**src/rtl/mesh_pkg.sv**
```systemverilog
// Shared definitions for the mesh router: packet type, port indices, FSM states.
package mesh_pkg;

    localparam int PCKG_SZ = 40;
    localparam int NUM_PORTS = 5;

    typedef logic [PCKG_SZ-1:0] pkt_t;

    localparam int PORT_N = 0;
    localparam int PORT_S = 1;
    localparam int PORT_E = 2;
    localparam int PORT_W = 3;
    localparam int PORT_L = 4;

    // Output register occupancy; the FULL encoding doubles as the pndng flag.
    typedef enum logic {
        EMPTY = 1'b0,
        FULL  = 1'b1
    } outState_e;

    // Width of an index into n items; never zero so single-item buses stay legal.
    function automatic int idxWidth(input int n);
        return (n > 1) ? $clog2(n) : 1;
    endfunction

endpackage

```
**src/rtl/rr_pick.sv**
```systemverilog
// Rotating priority encoder: first requester after ptr_i, wrapping modulo N.
module rr_pick
    import mesh_pkg::*;
#(
    parameter int N  = 5,
    parameter int IW = idxWidth(N)
) (
    input  logic [N-1:0]  req_i,
    input  logic [IW-1:0] ptr_i,
    output logic [IW-1:0] winner_o,
    output logic          any_o
);

    int idx;

    // Scan ptr+1, ptr+2, ... and keep the first set request found.
    always_comb begin
        winner_o = '0;
        any_o    = 1'b0;
        idx      = 0;
        for (int k = 1; k <= N; k++) begin
            idx = (int'(ptr_i) + k) % N;
            if (!any_o && req_i[idx]) begin
                winner_o = IW'(idx);
                any_o    = 1'b1;
            end
        end
    end

endmodule

```
**src/rtl/mesh_out_arbiter.sv**
```systemverilog
// Per-output-port scheduler: round-robin picks an input FIFO head into a
// one-entry output register presented downstream with the pndng/pop handshake.
module mesh_out_arbiter
    import mesh_pkg::*;
#(
    parameter int pckg_sz = 40,
    parameter int NUM_IN  = 5,
    parameter int CNT_W   = 16
) (
    input  logic                        clk,
    input  logic                        reset,
    input  logic [NUM_IN-1:0]           req,
    input  logic [NUM_IN*pckg_sz-1:0]   data_in,
    output logic [NUM_IN-1:0]           pop,
    output logic [pckg_sz-1:0]          data_out,
    output logic                        pndng,
    input  logic                        popin,
    output logic [idxWidth(NUM_IN)-1:0] grant_id,
    output logic [CNT_W-1:0]            pkt_cnt
);

    localparam int IW = idxWidth(NUM_IN);

    outState_e          state_q, state_d;
    logic [pckg_sz-1:0] data_q, data_d;
    logic [IW-1:0]      grant_q, grant_d;
    logic [IW-1:0]      ptr_q, ptr_d;
    logic [CNT_W-1:0]   cnt_q, cnt_d;

    logic          free;
    logic          anyReq;
    logic [IW-1:0] winner;

    rr_pick #(
        .N  (NUM_IN),
        .IW (IW)
    ) u_pick (
        .req_i    (req),
        .ptr_i    (ptr_q),
        .winner_o (winner),
        .any_o    (anyReq)
    );

    // Next-state: drain on popin, refill from the winner whenever the register frees up.
    always_comb begin
        free    = (state_q == EMPTY) || popin;
        pop     = '0;
        state_d = state_q;
        data_d  = data_q;
        grant_d = grant_q;
        ptr_d   = ptr_q;
        cnt_d   = cnt_q;

        if ((state_q == FULL) && popin) begin
            cnt_d   = cnt_q + CNT_W'(1);
            state_d = EMPTY;
        end

        if (free && anyReq) begin
            state_d = FULL;
            data_d  = data_in[int'(winner)*pckg_sz +: pckg_sz];
            grant_d = winner;
            ptr_d   = winner;
            if (!reset) begin
                pop = NUM_IN'(1) << winner;
            end
        end
    end

    // Output register, round-robin pointer and delivery counter.
    always_ff @(posedge clk or posedge reset) begin
        if (reset) begin
            state_q <= EMPTY;
            data_q  <= '0;
            grant_q <= '0;
            ptr_q   <= IW'(NUM_IN - 1);
            cnt_q   <= '0;
        end else begin
            state_q <= state_d;
            data_q  <= data_d;
            grant_q <= grant_d;
            ptr_q   <= ptr_d;
            cnt_q   <= cnt_d;
        end
    end

    assign pndng    = (state_q == FULL);
    assign data_out = data_q;
    assign grant_id = grant_q;
    assign pkt_cnt  = cnt_q;

endmodule

```
**config.mk**
```make
export PLATFORM = sky130hd
export DESIGN_NAME = mesh_out_arbiter
export DESIGN_NICKNAME = d
export VERILOG_FILES = /design/src/rtl/mesh_pkg.sv /design/src/rtl/rr_pick.sv /design/src/rtl/mesh_out_arbiter.sv
export SDC_FILE = /design/constraint.sdc
export NUM_CORES = 1
export LEC_CHECK = 0
export CAP_MARGIN = 20
export CORE_UTILIZATION = 43
export CTS_CLUSTER_SIZE = 30
export DETAILED_ROUTE_END_ITERATION = 10
export PLACE_DENSITY = 0.81
export SYNTH_ARGS = -nofsm -noshare
export SYNTH_HDL_FRONTEND = slang
export SYNTH_SLANG_ARGS = --single-unit
```
**constraint.sdc**
```tcl
create_clock -name clk -period 7.6 [get_ports clk]
set_clock_uncertainty 0.1 [all_clocks]
set_input_delay 0.76 -clock clk [delete_from_list [all_inputs] [get_ports clk]]
set_output_delay 0.76 -clock clk [all_outputs]
set_load 0.1 [all_outputs]
```
==> results of run 1 <==
## path summary, 6_finish.rpt
check,slack (ps),to,startpoint
worst max register to register,1120,data_out[31]$_DFFE_PP0P_,grant_id[1]$_DFFE_PP0P_
max in group asynchronous,5890,data_out[27]$_DFFE_PP0P_,reset
worst min register to register,380,pkt_cnt[15]$_DFFE_PP0P_,pkt_cnt[15]$_DFFE_PP0P_
worst min-delay path,380,pkt_cnt[15]$_DFFE_PP0P_,pkt_cnt[15]$_DFFE_PP0P_
worst max-delay path,560,pop[3],grant_id[1]$_DFFE_PP0P_
min in group asynchronous,930,grant_id[2]$_DFFE_PP0P_,reset
## worst max-delay path: stages, from the launching register on
cell and delay (ps):
dfrtp_1 610, inv_1 270, ha_1 700, ha_1 350, nor3b_2 90, o311a_1 370
or2_1 270, inv_1 90, ha_1 160, inv_1 50, a2bb2oi_1 130, a31oi_2 360
o211ai_1 150, o2bb2ai_1 360, nor2_1 100, nand3_1 160, and2_4 550, nand2_1 250
or3_1 390, nor2_1 200, buf_12 210
## layout make-up
class / instances / area [µm²]
fill: 1100 / 4330
multi-input combinational: 576 / 4020
tap: 176 / 220
clock buffer: 9 / 225
clock inverter: 7 / 114
inverter: 22 / 82.6
timing repair buffer: 280 / 2830
sequential: 61 / 1530
## metal layers
layer | vias up | routed length (µm) | GRT usage [%]
li1 | 3124 | - | -
met1 | 3131 | 8680 | 37.3
met2 | 329 | 10800 | 50.8
met3 | 49 | 1700 | 8.33
met4 | 0 | 704 | 12.2
met5 | - | 0 | 0
## cells in the final DEF (no fill, tap or decap), types with 3 or more instances in the layout
master	instances
ha_1	25
nor3_1	5
a2bb2oi_1	3
inv_2	4
a311oi_2	25
bufinv_16	3
nand4_1	10
inv_1	18
nor2b_1	9
mux2_2	10
a311oi_1	17
a21oi_1	51
o21ai_0	15
clkdlybuf4s50_1	267
o211a_1	4
and4_1	3
nand3_1	8
o21ai_1	3
nand2_1	111
buf_12	5
nor2_1	65
o21a_1	44
clkinv_2	3
clkbuf_16	9
nor4_1	3
and3_1	5
mux2i_1	15
a21o_1	5
dfrtp_1	60
a2111oi_0	3
xnor2_1	20
nand2b_1	4
o22ai_1	44
a22oi_1	3
a31oi_1	3
buf_4	8
o211ai_1	3
## state kept, by name, indices dropped and copies added (netlist names)
register / flops
data_out: 40
pkt_cnt: 16
grant_id: 3
pndng: 1
ptr_q: 1
## cells by family after synthesis
group                      count (synthesis)  synth area share, %
xor gates and xnor gates                  24                 3.99
adders and majority gates                 25                 5.28
muxes                                     27                 5.19
AOI/OAI and AO/OA                        255                 33.8
and+or+nand+nor                          245                 19.2
buffers and inverters                     75                 6.73
DFF                                       61                 25.8
## metrics by stage
stage / hold slack (ps) / worst slack, ps
5_1_grt: 401 / 130
4_1_cts: 375 / 207
3_5_place_dp: 368 / 620
6_report: 381 / 558
3_3_place_gp: 364 / 770
2_1_floorplan: 798 / 859
==> metrics.md, run 1 <==
| Metric | Value |
|---|---|
| Status | finished, final reports clean |
| Largest net degree at the start of global routing | 81 |
| Nets | 1183 |
| Die Height | 119 µm |
| EDFF count, synth | 0 |
| Vias in the first global route | 6403 |
| Area Growth Syn to Fin | 52.1% |
| Global placer's final weighted congestion | 0.906 |
| FFs w/ async S/R, synth | 100% |
| PostCTS Resize Cnt | 0 |
| RSZ-0062 raised after global routing | no |
| DR vias | 6633 |
| Syn_area_per_cell | 8.33 µm² |
| Vias/cell | 5.86 |
| # hold bufs at CTS | 0 |
| Top cell type's share of synthesized area | 25.3% |
| Worst Reg-to-Reg Cells | 20 |
| Hold depth | 1 |
| Max Root-Sink Buffers | 2 |
| Gr usage total | 30.5% |
| Syn Inst Count | 712 |
| Non-filler cells, final | 1131 |
| Crit end category | output port |
| Hold Path Class | reg2reg |
| CTS Buf Count | 9 |
| Final cell utilization of the core | 67.6% |
| Maxcap violations | 0 |
| Count leader, synth | nand2_1 |
| Min Clock Period, post-route | 7040 ps |
| Slew at the pin closest to its max-slew limit | 1080 ps |
| Num rows | 42 |
| Crit path max fanout | 48 |
| Mapped Area | 0.00593 mm² |
| Die area | 0.0143 mm² |
| Antenna violations before repair | 0 |
| # diodes | 0 |
| Seq/Total Area, Yosys | 25.8% |
| Clock Tree Root | clkbuf_16 |
| Maximum clock rate | 0.142 GHz |
| Slew headroom | 28.0% |
| Antenna viol nets, final | 0 |
| Setup TNS | 0 ps |
| CTS tree | built |
| Clk sinks | 61 |
| CP required | 6740 ps |
| Leading area contributor after synthesis | dfrtp_1 |
| Design area | 0.00902 mm² |
| Synth cell types | 80 |
| Layout cells sized above 1 | 9.84% |
| Chip Width | 119 µm |
| DRC Markers | 0 |
| Clock Latency Late Sink | 340 ps |
| Post-route clock period utilization | 92.7% |
| Syn Nets | 945 |
| Pre-antenna DRT Iters | 5 |
| Core area | 0.0133 mm² |
| DP Area | 0.00868 mm² |
| H-Tree Level Count | 3 |
| Area contributors post-synth | dfrtp_1 (25%), nand2_1 (7.0%), a311oi_2 (6.3%), o21a_1 (5.6%), ha_1 (5.3%) |
| Grt ovf | 0 |
| Final setup viols | 0 |
| Synth Flop Type | dfrtp_1 |
| Starting DRT DRC Count | 479 |
| Max-slew violation count | 0 |
| Post-CTS Setup Inserts | 0 |
| Final hold viol count | 0 |
| Routed WL per cell | 19.3 µm |
| Global-route wire length before repair | 33900 µm |
| DP HPWL | 16200 µm |
| Starting density of the core | 44.4% |
| Synth Warn # | 0 |
| Reg clk slew, reported paths | 60 ps |
| Top cells by count, synth | nand2_1 (111), nor2_1 (66), dfrtp_1 (60) |
| Worst setup path class | reg2out |
| Port buffer count | 272 |
| CP Data Arrival Time | 6180 ps |
| Synth Register Bits | 61 |
| Startpoint types | register |
| IO Count | 273 |
| Placed Cells | 1115 |
| Final wirelength | 21800 µm |
Power of run 1 is left out: the tool's default activity adds up to more than one toggle a clock period on the data nets, which glitch-free logic cannot reach.
==> run 2: changes to the inputs <==
--- a/config.mk
+++ b/config.mk
@@ -5,10 +5,12 @@
 export SDC_FILE = /design/constraint.sdc
 export NUM_CORES = 1
 export LEC_CHECK = 0
+export ABC_CLOCK_PERIOD_IN_PS = 7600
 export CAP_MARGIN = 20
 export CORE_UTILIZATION = 43
 export CTS_CLUSTER_SIZE = 30
 export DETAILED_ROUTE_END_ITERATION = 10
+export HOLD_SLACK_MARGIN = 0.06
 export PLACE_DENSITY = 0.81
 export SYNTH_ARGS = -nofsm -noshare
 export SYNTH_HDL_FRONTEND = slang
==> results of run 2 <==
Same layout as run 1: the final DEF is identical, and so are final timing and power.
Power of run 2 is left out for the same reason.
